==> src/rtl/pll_rst_sequencer.sv <==
// Supervisor for a Gowin rPLL: drives PLL reset, qualifies lock, retries on timeout,
// then releases NUM_CH downstream resets in staggered order and tears down on lock loss.
module pll_rst_sequencer #(
  parameter int NUM_CH       = 3,
  parameter int PLL_RST_CYC  = 16,
  parameter int LOCK_TIMEOUT = 4000,
  parameter int LOCK_STABLE  = 64,
  parameter int STAGGER      = 8,
  parameter int MAX_RETRY    = 7
) (
  input  logic              clk,
  input  logic              reset_n,
  input  logic              pll_lock,
  input  logic              sw_restart,
  output logic              pll_rst,
  output logic [NUM_CH-1:0] ch_rst_n,
  output logic              ready,
  output logic              fail,
  output logic [3:0]        retry_cnt,
  output logic [7:0]        lost_cnt
);

  localparam int REL_LAST = (NUM_CH - 1) * STAGGER;
  localparam int MAX_AB   = (PLL_RST_CYC > LOCK_TIMEOUT) ? PLL_RST_CYC : LOCK_TIMEOUT;
  localparam int MAX_CD   = (LOCK_STABLE > REL_LAST) ? LOCK_STABLE : REL_LAST;
  localparam int CNT_MAX  = (MAX_AB > MAX_CD) ? MAX_AB : MAX_CD;
  localparam int CNT_W    = $clog2(CNT_MAX) + 1;
  localparam logic [3:0] RETRY_LIMIT = 4'(MAX_RETRY);

  typedef enum logic [2:0] {
    ST_RST_PLL   = 3'd0,
    ST_WAIT_LOCK = 3'd1,
    ST_STABLE    = 3'd2,
    ST_RELEASE   = 3'd3,
    ST_RUN       = 3'd4,
    ST_FAIL      = 3'd5
  } state_t;

  state_t             state_r;
  logic [CNT_W-1:0]   cnt_r;
  logic               lock_meta_r;
  logic               lock_sync_r;
  logic               pll_rst_r;
  logic [NUM_CH-1:0]  ch_rst_n_r;
  logic               ready_r;
  logic               fail_r;
  logic [3:0]         retry_cnt_r;
  logic [7:0]         lost_cnt_r;

  // Two-flop synchroniser bringing the asynchronous rPLL lock into the clk domain.
  always_ff @(posedge clk or negedge reset_n) begin
    if (!reset_n) begin
      lock_meta_r <= 1'b0;
      lock_sync_r <= 1'b0;
    end else begin
      lock_meta_r <= pll_lock;
      lock_sync_r <= lock_meta_r;
    end
  end

  // Sequencer state machine with registered outputs; sw_restart overrides every state.
  always_ff @(posedge clk or negedge reset_n) begin
    if (!reset_n) begin
      state_r     <= ST_RST_PLL;
      cnt_r       <= '0;
      pll_rst_r   <= 1'b1;
      ch_rst_n_r  <= '0;
      ready_r     <= 1'b0;
      fail_r      <= 1'b0;
      retry_cnt_r <= 4'd0;
      lost_cnt_r  <= 8'd0;
    end else if (sw_restart) begin
      state_r     <= ST_RST_PLL;
      cnt_r       <= '0;
      pll_rst_r   <= 1'b1;
      ch_rst_n_r  <= '0;
      ready_r     <= 1'b0;
      fail_r      <= 1'b0;
      retry_cnt_r <= 4'd0;
    end else begin
      case (state_r)
        ST_RST_PLL: begin
          pll_rst_r  <= 1'b1;
          ch_rst_n_r <= '0;
          ready_r    <= 1'b0;
          if (cnt_r == CNT_W'(PLL_RST_CYC - 1)) begin
            state_r   <= ST_WAIT_LOCK;
            cnt_r     <= '0;
            pll_rst_r <= 1'b0;
          end else begin
            cnt_r <= cnt_r + CNT_W'(1);
          end
        end

        ST_WAIT_LOCK: begin
          if (lock_sync_r) begin
            state_r <= ST_STABLE;
            cnt_r   <= '0;
          end else if (cnt_r == CNT_W'(LOCK_TIMEOUT - 1)) begin
            cnt_r     <= '0;
            pll_rst_r <= 1'b1;
            if ((MAX_RETRY != 0) && (retry_cnt_r == RETRY_LIMIT)) begin
              state_r <= ST_FAIL;
              fail_r  <= 1'b1;
            end else begin
              state_r <= ST_RST_PLL;
              if (retry_cnt_r != 4'hF) begin
                retry_cnt_r <= retry_cnt_r + 4'd1;
              end
            end
          end else begin
            cnt_r <= cnt_r + CNT_W'(1);
          end
        end

        ST_STABLE: begin
          if (!lock_sync_r) begin
            state_r <= ST_WAIT_LOCK;
            cnt_r   <= '0;
          end else if (cnt_r == CNT_W'(LOCK_STABLE - 1)) begin
            state_r <= ST_RELEASE;
            cnt_r   <= '0;
          end else begin
            cnt_r <= cnt_r + CNT_W'(1);
          end
        end

        ST_RELEASE: begin
          if (!lock_sync_r) begin
            state_r    <= ST_RST_PLL;
            cnt_r      <= '0;
            pll_rst_r  <= 1'b1;
            ch_rst_n_r <= '0;
            ready_r    <= 1'b0;
            if (lost_cnt_r != 8'hFF) begin
              lost_cnt_r <= lost_cnt_r + 8'd1;
            end
          end else begin
            // Bits only ever get set here, so release order follows the counter.
            for (int i = 0; i < NUM_CH; i++) begin
              if (cnt_r == CNT_W'(i * STAGGER)) begin
                ch_rst_n_r[i] <= 1'b1;
              end
            end
            if (cnt_r == CNT_W'(REL_LAST)) begin
              state_r     <= ST_RUN;
              cnt_r       <= '0;
              ready_r     <= 1'b1;
              retry_cnt_r <= 4'd0;
            end else begin
              cnt_r <= cnt_r + CNT_W'(1);
            end
          end
        end

        ST_RUN: begin
          if (!lock_sync_r) begin
            state_r    <= ST_RST_PLL;
            cnt_r      <= '0;
            pll_rst_r  <= 1'b1;
            ch_rst_n_r <= '0;
            ready_r    <= 1'b0;
            if (lost_cnt_r != 8'hFF) begin
              lost_cnt_r <= lost_cnt_r + 8'd1;
            end
          end else begin
            cnt_r <= '0;
          end
        end

        ST_FAIL: begin
          pll_rst_r  <= 1'b1;
          ch_rst_n_r <= '0;
          ready_r    <= 1'b0;
          fail_r     <= 1'b1;
          cnt_r      <= '0;
        end

        default: begin
          state_r    <= ST_RST_PLL;
          cnt_r      <= '0;
          pll_rst_r  <= 1'b1;
          ch_rst_n_r <= '0;
          ready_r    <= 1'b0;
        end
      endcase
    end
  end

  assign pll_rst   = pll_rst_r;
  assign ch_rst_n  = ch_rst_n_r;
  assign ready     = ready_r;
  assign fail      = fail_r;
  assign retry_cnt = retry_cnt_r;
  assign lost_cnt  = lost_cnt_r;

endmodule

==> config.mk <==
export PLATFORM = sky130hd
export DESIGN_NAME = pll_rst_sequencer
export DESIGN_NICKNAME = d
export VERILOG_FILES = /design/src/rtl/pll_rst_sequencer.sv
export SDC_FILE = /design/constraint.sdc
export NUM_CORES = 1
export LEC_CHECK = 0
export CORE_ASPECT_RATIO = 1.5
export CORE_UTILIZATION = 45
export CTS_CLUSTER_DIAMETER = 200
export CTS_CLUSTER_SIZE = 28
export DETAILED_ROUTE_END_ITERATION = 10
export PLACE_DENSITY = 0.66
export REMOVE_ABC_BUFFERS = 1
export SETUP_SLACK_MARGIN = 0.05
export SLEW_MARGIN = 20
export SYNTH_ARGS = -nofsm -noshare
export SYNTH_HDL_FRONTEND = slang
export SYNTH_SLANG_ARGS = --single-unit
==> constraint.sdc <==
create_clock -name clk -period 3 [get_ports clk]
set_input_delay 0.6 -clock clk [delete_from_list [all_inputs] [get_ports clk]]
set_output_delay 0.6 -clock clk [all_outputs]
set_load 0.01 [all_outputs]
Yosys cells after proc, flatten, opt, wreduce, memory -nomap -nowiden. Cells that the tools add are included.

Logic and storage cells: 111. Flip-flop bits (word level): 36.

$add $sub $neg: 3. Eq/ne operators: 31. Mux-type cells: 49. Reduce and logical (&&, ||, !) cells: 14. Bitwise gates (word level): 2.

Operator list (count): two-way mux 13 bit (8); one-hot mux 13 bit (4 select lines) (1); two-way mux 3 bit (12); != test 3 bit, second input constant (10); two-way mux 4 bit (7); == test 13 x 4 -> 1 bit, second input constant (2); != test 4 bit, second input constant (6); one-hot mux 3 bit (6 select lines) (1); two-way mux 1 bit (15); adder 13 x 1 -> 13 bit, second input constant (1); == test 13 x 12 -> 1 bit, second input constant (1); == test 13 x 5 -> 1 bit, second input constant (1); == test 13 x 6 -> 1 bit, second input constant (1); zero test 13 bit (1); AND reduction 4 bit (3); one-hot mux 3 bit (3 select lines) (1); AND reduction 3 bit (3); adder 8 x 1 -> 8 bit, second input constant (1); != test 8 bit, second input constant (1); one-hot mux 4 bit (2 select lines) (1); AND reduction 7 bit (1); == test 3 x 2 -> 1 bit, second input constant (2); == test 3 bit, second input constant (2); AND reduction 6 bit (1); other kinds (12) (16).

Logic depth before layout (Yosys ltp). Gate-level depths: netlist of the first run.

Depth after elaboration: 7. Depth in mapped cells: 8. Depth with buffers taken out: 7.

Least setup slack after synthesis of the first run. OpenSTA, ideal clock, no wires.

Kind: flip-flop to flip-flop. From: reg lost_cnt_r[0], in the netlist lost_cnt[0]. To: reg lost_cnt_r[1], in the netlist lost_cnt[1]. Arrival time: 1.833 ns. Cell stages (with the launch flop): 6. Setup time: 0.125 ns. Required time: 2.875 ns. Setup slack: 1.043 ns. Cell sequence: dfrtp_1 -> ha_1 -> and3_1 -> and3_1 -> nor4_2 -> mux2_2.

Word-level cells in the longest chain between the ends: 2.

Ends and longest elaborated chain: start, declared (RTL line 48) `logic [7:0] lost_cnt_r;`; start signal, assigned (RTL line 136) `lost_cnt_r <= lost_cnt_r + 8'd1;`; start signal, assigned (RTL line 164) `lost_cnt_r <= lost_cnt_r + 8'd1;`; branches (longest 2 deep; another with adder 8 x 1 -> 8 bit).

Parallel ways; which one is timed is not known. A chain may end at the register's enable or synchronous reset.

Final worst setup path of the first run.
From: reg cnt_r[6]. To: reg cnt_r[2].

Word-level cells in the longest chain between the ends: 5.

Ends and longest elaborated chain: start, declared (RTL line 40) `logic [CNT_W-1:0] cnt_r;`; start signal, assigned (RTL line 91) `cnt_r <= cnt_r + CNT_W'(1);`; start signal, assigned (RTL line 112) `cnt_r <= cnt_r + CNT_W'(1);`; start signal, assigned (RTL line 124) `cnt_r <= cnt_r + CNT_W'(1);`; == test 13 x 5 -> 1 bit, or another cell as far along (RTL line 145) `if (cnt_r == CNT_W'(REL_LAST)) begin`; two-way mux 13 bit (on tied branches) (RTL line 145, 120, 99); two-way mux 13 bit (on tied branches) (RTL line 129, 117, 96); one-hot mux 13 bit (4 select lines) * (RTL line 81) `case (state_r)`; two-way mux 13 bit * (RTL line 72) `end else if (sw_restart) begin`.

Mark *: on every way between the ends. The rest lies on a longest branch, timed or not.

==> results of run 1 <==
## worst max-delay path: stages, from the launching register on
cell     delay, ns
dfrtp_1       0.44
or4_4         0.57
nor4_4        0.38
or2_1         0.21
a311o_2       0.35
nor2_1        0.09
## cell usage after synthesis, types with 2 or more instances
cell type	number
dfrtp_1	34
nor2_1	21
nand2_1	18
nand3_1	17
a21oi_1	13
xnor2_1	10
inv_1	8
xor2_1	8
and3_1	6
nand4_1	6
a21o_1	4
ha_1	4
nand2b_1	4
buf_2	3
nor2b_1	3
nor3_1	3
nor4_1	3
nor4_2	2
or2_2	2
## layout make-up
cell class	instances	area, sq um	share of cell area (%)
multi-input combinational	150	953	42.8
sequential	35	877	39.3
timing repair buffer	23	225	10.1
clock buffer	6	82.6	3.70
tap	45	56.3	2.53
inverter	8	30.0	1.35
clock inverter	1	5.00	0.224
## state kept, by name, summed over array words and instances (netlist names)
signal,flops
lock_meta_r,1
pll_rst,1
fail,1
retry_cnt,4
state_r,3
cnt_r,13
lost_cnt,8
lock_sync_r,1
ch_rst_n,3
## power by group through the flow
| stage | sequential (W) | combinational [W] | clock [W] |
|---|---|---|---|
| floorplan | 0.000511 | 0.0000552 | 0 |
| global placement | 0.000512 | 0.0000941 | 0 |
| detailed placement | 0.000514 | 0.0000979 | 0 |
| CTS | 0.000505 | 0.0000987 | 0.000351 |
| global route | 0.000507 | 0.000113 | 0.000369 |
| finish | 0.000505 | 0.0000977 | 0.000339 |
## logic make-up (layout without fill, tap and decap cells)
family          count (synthesis)  after routing
simple gates                   98             98
xor+xnor                       18             18
fa+ha+maj                       4              4
compound gates                 29             29
mux                             1              1
buf+inv                        14             38
flops                          35             35
## through the flow
stage          instances  worst slack, ns  total power (W)  utilization [%]
2_1_floorplan        193             1.04         0.000566                -
3_3_place_gp         261            0.769         0.000606             53.6
3_5_place_dp         261            0.739         0.000611             53.6
4_1_cts              268            0.832         0.000954             55.8
5_1_grt              268            0.671         0.000989             55.8
6_report             268            0.826         0.000941             55.8
## final timing paths
kind	end	slack, ns	depth (start not counted)
min in group asynchronous	lost_cnt[4]	0.72	2
worst min-delay path	lock_sync_r	0.35	0
worst max register to register	cnt_r[2]	0.83	5
worst min register to register	lock_sync_r	0.35	0
worst max-delay path	cnt_r[2]	0.83	5
max in group asynchronous	pll_rst	1.94	2
## routing by layer
metal | track usage, % | part of all wire (%) | up-vias
met5 | 0 | 0 | -
met4 | 11.5 | 2.5 | 0
met3 | 4.63 | 3.9 | 8
met2 | 35.8 | 52 | 33
met1 | 24.5 | 42 | 754
li1 | - | - | 747
==> reports/qor.txt, run 1 <==
final setup fails = 0
Power Density = 422 mW/mm^2
Netlist cell types = 49
combinational share of power = 10.4%
XOR/XNOR share of the synthesized area = 8.31%
Period Utilization, post-route = 72.5%
Min Clock Period, post-route = 2.17 ns
largest net degree at the start of global routing = 36
Fmax = 460 MHz
Slew @ Worst Pin = 0.522 ns
Nets = 231
Die ar. = 0.00449 sq mm
I/O Buffers = 21
hold crit path type = register to register
post-cts hold buffer count = 0
Internal Pwr Total = 0.000708 W
core area = 0.00399 sq mm
post-synth top area cell = dfrtp_1
via count = 1,542
max-cap viol count = 0
Max Slew Vio Count = 0
total CTS buffers = 5
cts repair resizes = 0
Max VDD drop = 0.000443 V
Detail Route Antenna Nets = 0
ys async rst share = 100%
CTS H-tree lvls = 2
Final Hold Fails = 0
Starting Density = 47.5%
Via density = 5.75
Sequential Power Share = 53.6%
initial drt markers = 68
clock buffer depth = 2
compound-gate portion of the synthesized area = 10.3%
Clock power frac = 36.0%
area share of the largest cell type after synthesis = 44.8%
Setup crit end kind = register
clk sinks = 35
mux cell area share after synthesis = 0.593%
final hold slack = 0.351 ns
Setup crit start = cnt_r[6]
vias in the first global route = 1,533
worst clock skew = 0.00661 ns
Top FF cell, synth = dfrtp_1
Boundary Pins = 22
Crit Path Class = register to register
row count = 28
most common cell after layout, fill and taps aside = dfrtp_1
initial antenna violation count = 0
share of cells above drive strength 1 = 9.42%
Worst Path Max Fanout = 13
TritonRoute pass-1 iters = 4
Die Wd = 55.0 microns
worst r2r src = cnt_r[6]
gp weighted congestion = 0.946
All-Layer GR Usage = 21.4%
RSZ-0062 raised after global routing = no
CP startpoint kind = register
Critical Path RT = 3.16 ns
FILL cells = 373
Post-Synthesis Cells = 199
number of synthesized flops with an enable pin = 0
cell area after placement = 0.00214 sq mm
Slew Limit Headroom = 64.9%
synth-to-layout area growth = 17.5%
Sw Share = 24.8%
Post-Synth Adder-Cell Area = 2.64%
Residual DRC = 0
WP data arrival = 2.34 ns
global route overflow = 0
Synth Area in Simple Gates = 28.4%
run status = finished clean
Final Instance Area = 0.00223 sq mm
detailed-route wire length = 3990 microns
CTS tree = yes
clk_lat worst skew = 0.29 ns
Post-Syn Area per Cell = 9.54 sq um
clock root cell = clkbuf_8
chip height = 81.5 microns
largest family of logic cells by synthesized area = simple AND/OR/NAND/NOR gates
Switch Pwr = 0.000234 W
Reg clk slew, reported paths = 0.07 ns
ranking of synthesized cells by area = dfrtp_1 (45%), xnor2_1 (4.6%), nand3_1 (4.5%), nor2_1 (4.2%), xor2_1 (3.7%)
DP HPWL = 2880 microns
total negative slack = 0 ns
sequential cell area fraction in the yosys report = 46.2%
Synth Register Bits = 35
first-pass GRT wire length = 6850 microns
diode count = 0
Setup Fix Bufs, Post-CTS = 0
Hold Startpoint = lock_meta_r
wire per inst = 14.9 microns
Pleak = 0.948 nW
Yosys warnings = 0
most frequent cells in the layout = dfrtp_1 (34), nor2_1 (21), clkdlybuf4s50_1 (21), nand2_1 (18), nand3_1 (17)
Post-Syn Area = 0.00190 sq mm
No activity file was read; power rests on OpenSTA's default activity.
==> inputs of run 2 (changes only) <==
==> constraint.sdc (replaced) <==
create_clock -name clk -period 2.1 [get_ports clk]
set_input_delay 0.42 -clock clk [delete_from_list [all_inputs] [get_ports clk]]
set_output_delay 0.42 -clock clk [all_outputs]
set_load 0.01 [all_outputs]
==> run 2 against run 1 <==
- global-route usage shrank 0.17 points
- sequential power is 42% higher
- fmax is 11% higher
- critical path depth increased by 1
- clock power up 73%
- highest routed layer unchanged
==> reports/qor.txt, run 2 (synthesis results as in run 1) <==
largest net degree at the start of global routing = 36 (unchanged)
detailed-route wire length = 4350 microns (+8.8%)
Detail Route Antenna Nets = 0 (unchanged)
core area = 0.00399 sq mm (unchanged)
Final Hold Fails = 0 (unchanged)
DP HPWL = 3050 microns (+5.9%)
first-pass GRT wire length = 6750 microns (-1.5%)
diode count = 0 (unchanged)
wire per inst = 15.4 microns (+3.4%)
initial antenna violation count = 0 (unchanged)
TritonRoute pass-1 iters = 4 (unchanged)
vias in the first global route = 1,490 (-2.8%)
most common cell after layout, fill and taps aside = dfrtp_1
global route overflow = 0 (unchanged)
clock buffer depth = 2 (unchanged)
initial drt markers = 44 (-35%)
Nets = 245 (+6.1%)
critical-path cell list = inv_1 > ha_1 > or3b_2 > or3_1 > nor4_1 > o22a_1
Via density = 5.64 (-1.9%)
Slew @ Worst Pin = 0.459 ns (-0.0626 ns)
Pleak = 1.02 nW (+8.0%)
cell area after placement = 0.00222 sq mm (+3.5%)
Die ar. = 0.00449 sq mm (unchanged)
Reg with most FFs = cnt_r
Starting Density = 47.5% (unchanged)
Setup crit end kind = register
All-Layer GR Usage = 21.2% (-0.17 points)
total CTS buffers = 5 (unchanged)
Max Slew Vio Count = 0 (unchanged)
row count = 28 (unchanged)
CP delay by family, top = simple AND/OR/NAND/NOR gates
I/O Buffers = 21 (unchanged)
run status = finished clean
max-cap viol count = 0 (unchanged)
critical path's slowest cell = or3b_2
CTS H-tree lvls = 2 (unchanged)
Reg clk slew, reported paths = 0.07 ns (about the same)
clock root cell = clkbuf_8
synth-to-layout area growth = 26.3%
WP data arrival = 2.19 ns (-0.15 ns)
max FFs per register = 13 (unchanged)
Critical Path RT = 2.33 ns (-0.83 ns)
chip height = 81.5 microns (unchanged)
Fmax = 510 MHz (+11%)
CTS tree = yes
total negative slack = 0 ns (unchanged)
gp weighted congestion = 0.852 (-10%)
placed insts = 271 (+3.8%)
max incr delay on CP = 0.49 ns (-0.08 ns)
worst clock skew = 0.00854 ns (+0.00192 ns)
non-filler cells in the finished layout = 282 (+5.2%)
final setup fails = 0 (unchanged)
Min Clock Period, post-route = 1.96 ns (-0.215 ns)
hold crit path type = register to register
Power Density = 611 mW/mm^2 (+45%)
Die Wd = 55.0 microns (unchanged)
final hold slack = 0.362 ns (+0.0109 ns)
Residual DRC = 0 (unchanged)
clk sinks = 35 (unchanged)
Worst Path Max Fanout = 6 (-7)
Period Utilization, post-route = 93.3% (+21 points)
share of cells above drive strength 1 = 17.3% (+7.9 points)
Slew Limit Headroom = 69.0% (+4.0 points)
Crit Path Class = register to register
RSZ-0062 raised after global routing = no
Buffers & Inverters on Critical Path = 1 (+1)
clk_lat worst skew = 0.29 ns (about the same)
via count = 1,591 (+3.2%)
Max VDD drop = 0.000492 V (+11%)
CP startpoint kind = register
Boundary Pins = 22 (unchanged)
Final Instance Area = 0.00240 sq mm (+7.5%)
most frequent cells in the layout = dfrtp_1 (33), nor2_1 (21), clkdlybuf4s50_1 (21), nand2_1 (18), nand3_1 (16)
==> run 2: cell count changes in the layout (fill, tap and decap cells not counted), sizes merged <==
| cell | before | now |
|---|---|---|
| clkbuf | 6 | 5 |
| clkinvlp | 0 | 1 |
| buf | 2 | 15 |
| a311o | 1 | 2 |
| clkinv | 1 | 0 |
| bufinv | 0 | 1 |
==> run 2: where the power goes <==
group / internal (W) / leakage [nW] / switching [W]
clock: 0.000347 / 0.0502 / 0.000241
combinational: 0.0000742 / 0.499 / 0.0000842
sequential: 0.000693 / 0.474 / 0.0000252
==> run 2: through the flow <==
stage	power (W)	util (%)	setup WS, ns
after detailed placement	0.000874	55.5	0.0377
final	0.00146	60.0	0.141
after CTS	0.00146	58.6	0.0685
after floorplan	0.000808	-	0.143
after global placement	0.000870	55.5	0.113
after global routing	0.00152	60.0	0.00410
==> run 2: layout make-up <==
| cell class | instances | area (sq um) |
|---|---|---|
| clock buffers | 5 | 68.8 |
| inverters | 8 | 30.0 |
| flip-flops and latches | 35 | 878 |
| multi-input cells | 151 | 1000 |
| fillers | 371 | 1600 |
| clock inverters | 2 | 37.5 |
| repair buffers | 36 | 323 |
| well taps | 45 | 56.3 |
==> run 2: path summary, 6_finish.rpt <==
| path | to | slack (ns) | cells after the start | startpoint |
|---|---|---|---|---|
| min in group asynchronous | lost_cnt[4] | 0.54 | 2 | reset_n |
| hold reg to reg | lock_sync_r | 0.36 | 0 | lock_meta_r |
| setup / recovery | ch_rst_n[0] | 0.14 | 6 | cnt_r[0] |
| max in group asynchronous | pll_rst | 1.22 | 2 | reset_n |
| setup reg to reg | ch_rst_n[0] | 0.14 | 6 | cnt_r[0] |
| hold / removal | lock_sync_r | 0.36 | 0 | lock_meta_r |
==> run 2: repair_timing <==
item,in CTS,in global routing
buffers inserted,0,3
resized for setup,2,7
setup endpoints to repair,14,16
cloned,0,1
hold buffers,0,0
pin swaps,0,4
==> run 2: metal layers <==
layer  up-vias  track usage (%)  part of all wire (%)
met1       776             24.0                    42
met4         0             8.25                   1.6
met3         6             5.00                   3.0
li1        777                -                     -
met5         -                0                     0
met2        32             37.0                    54
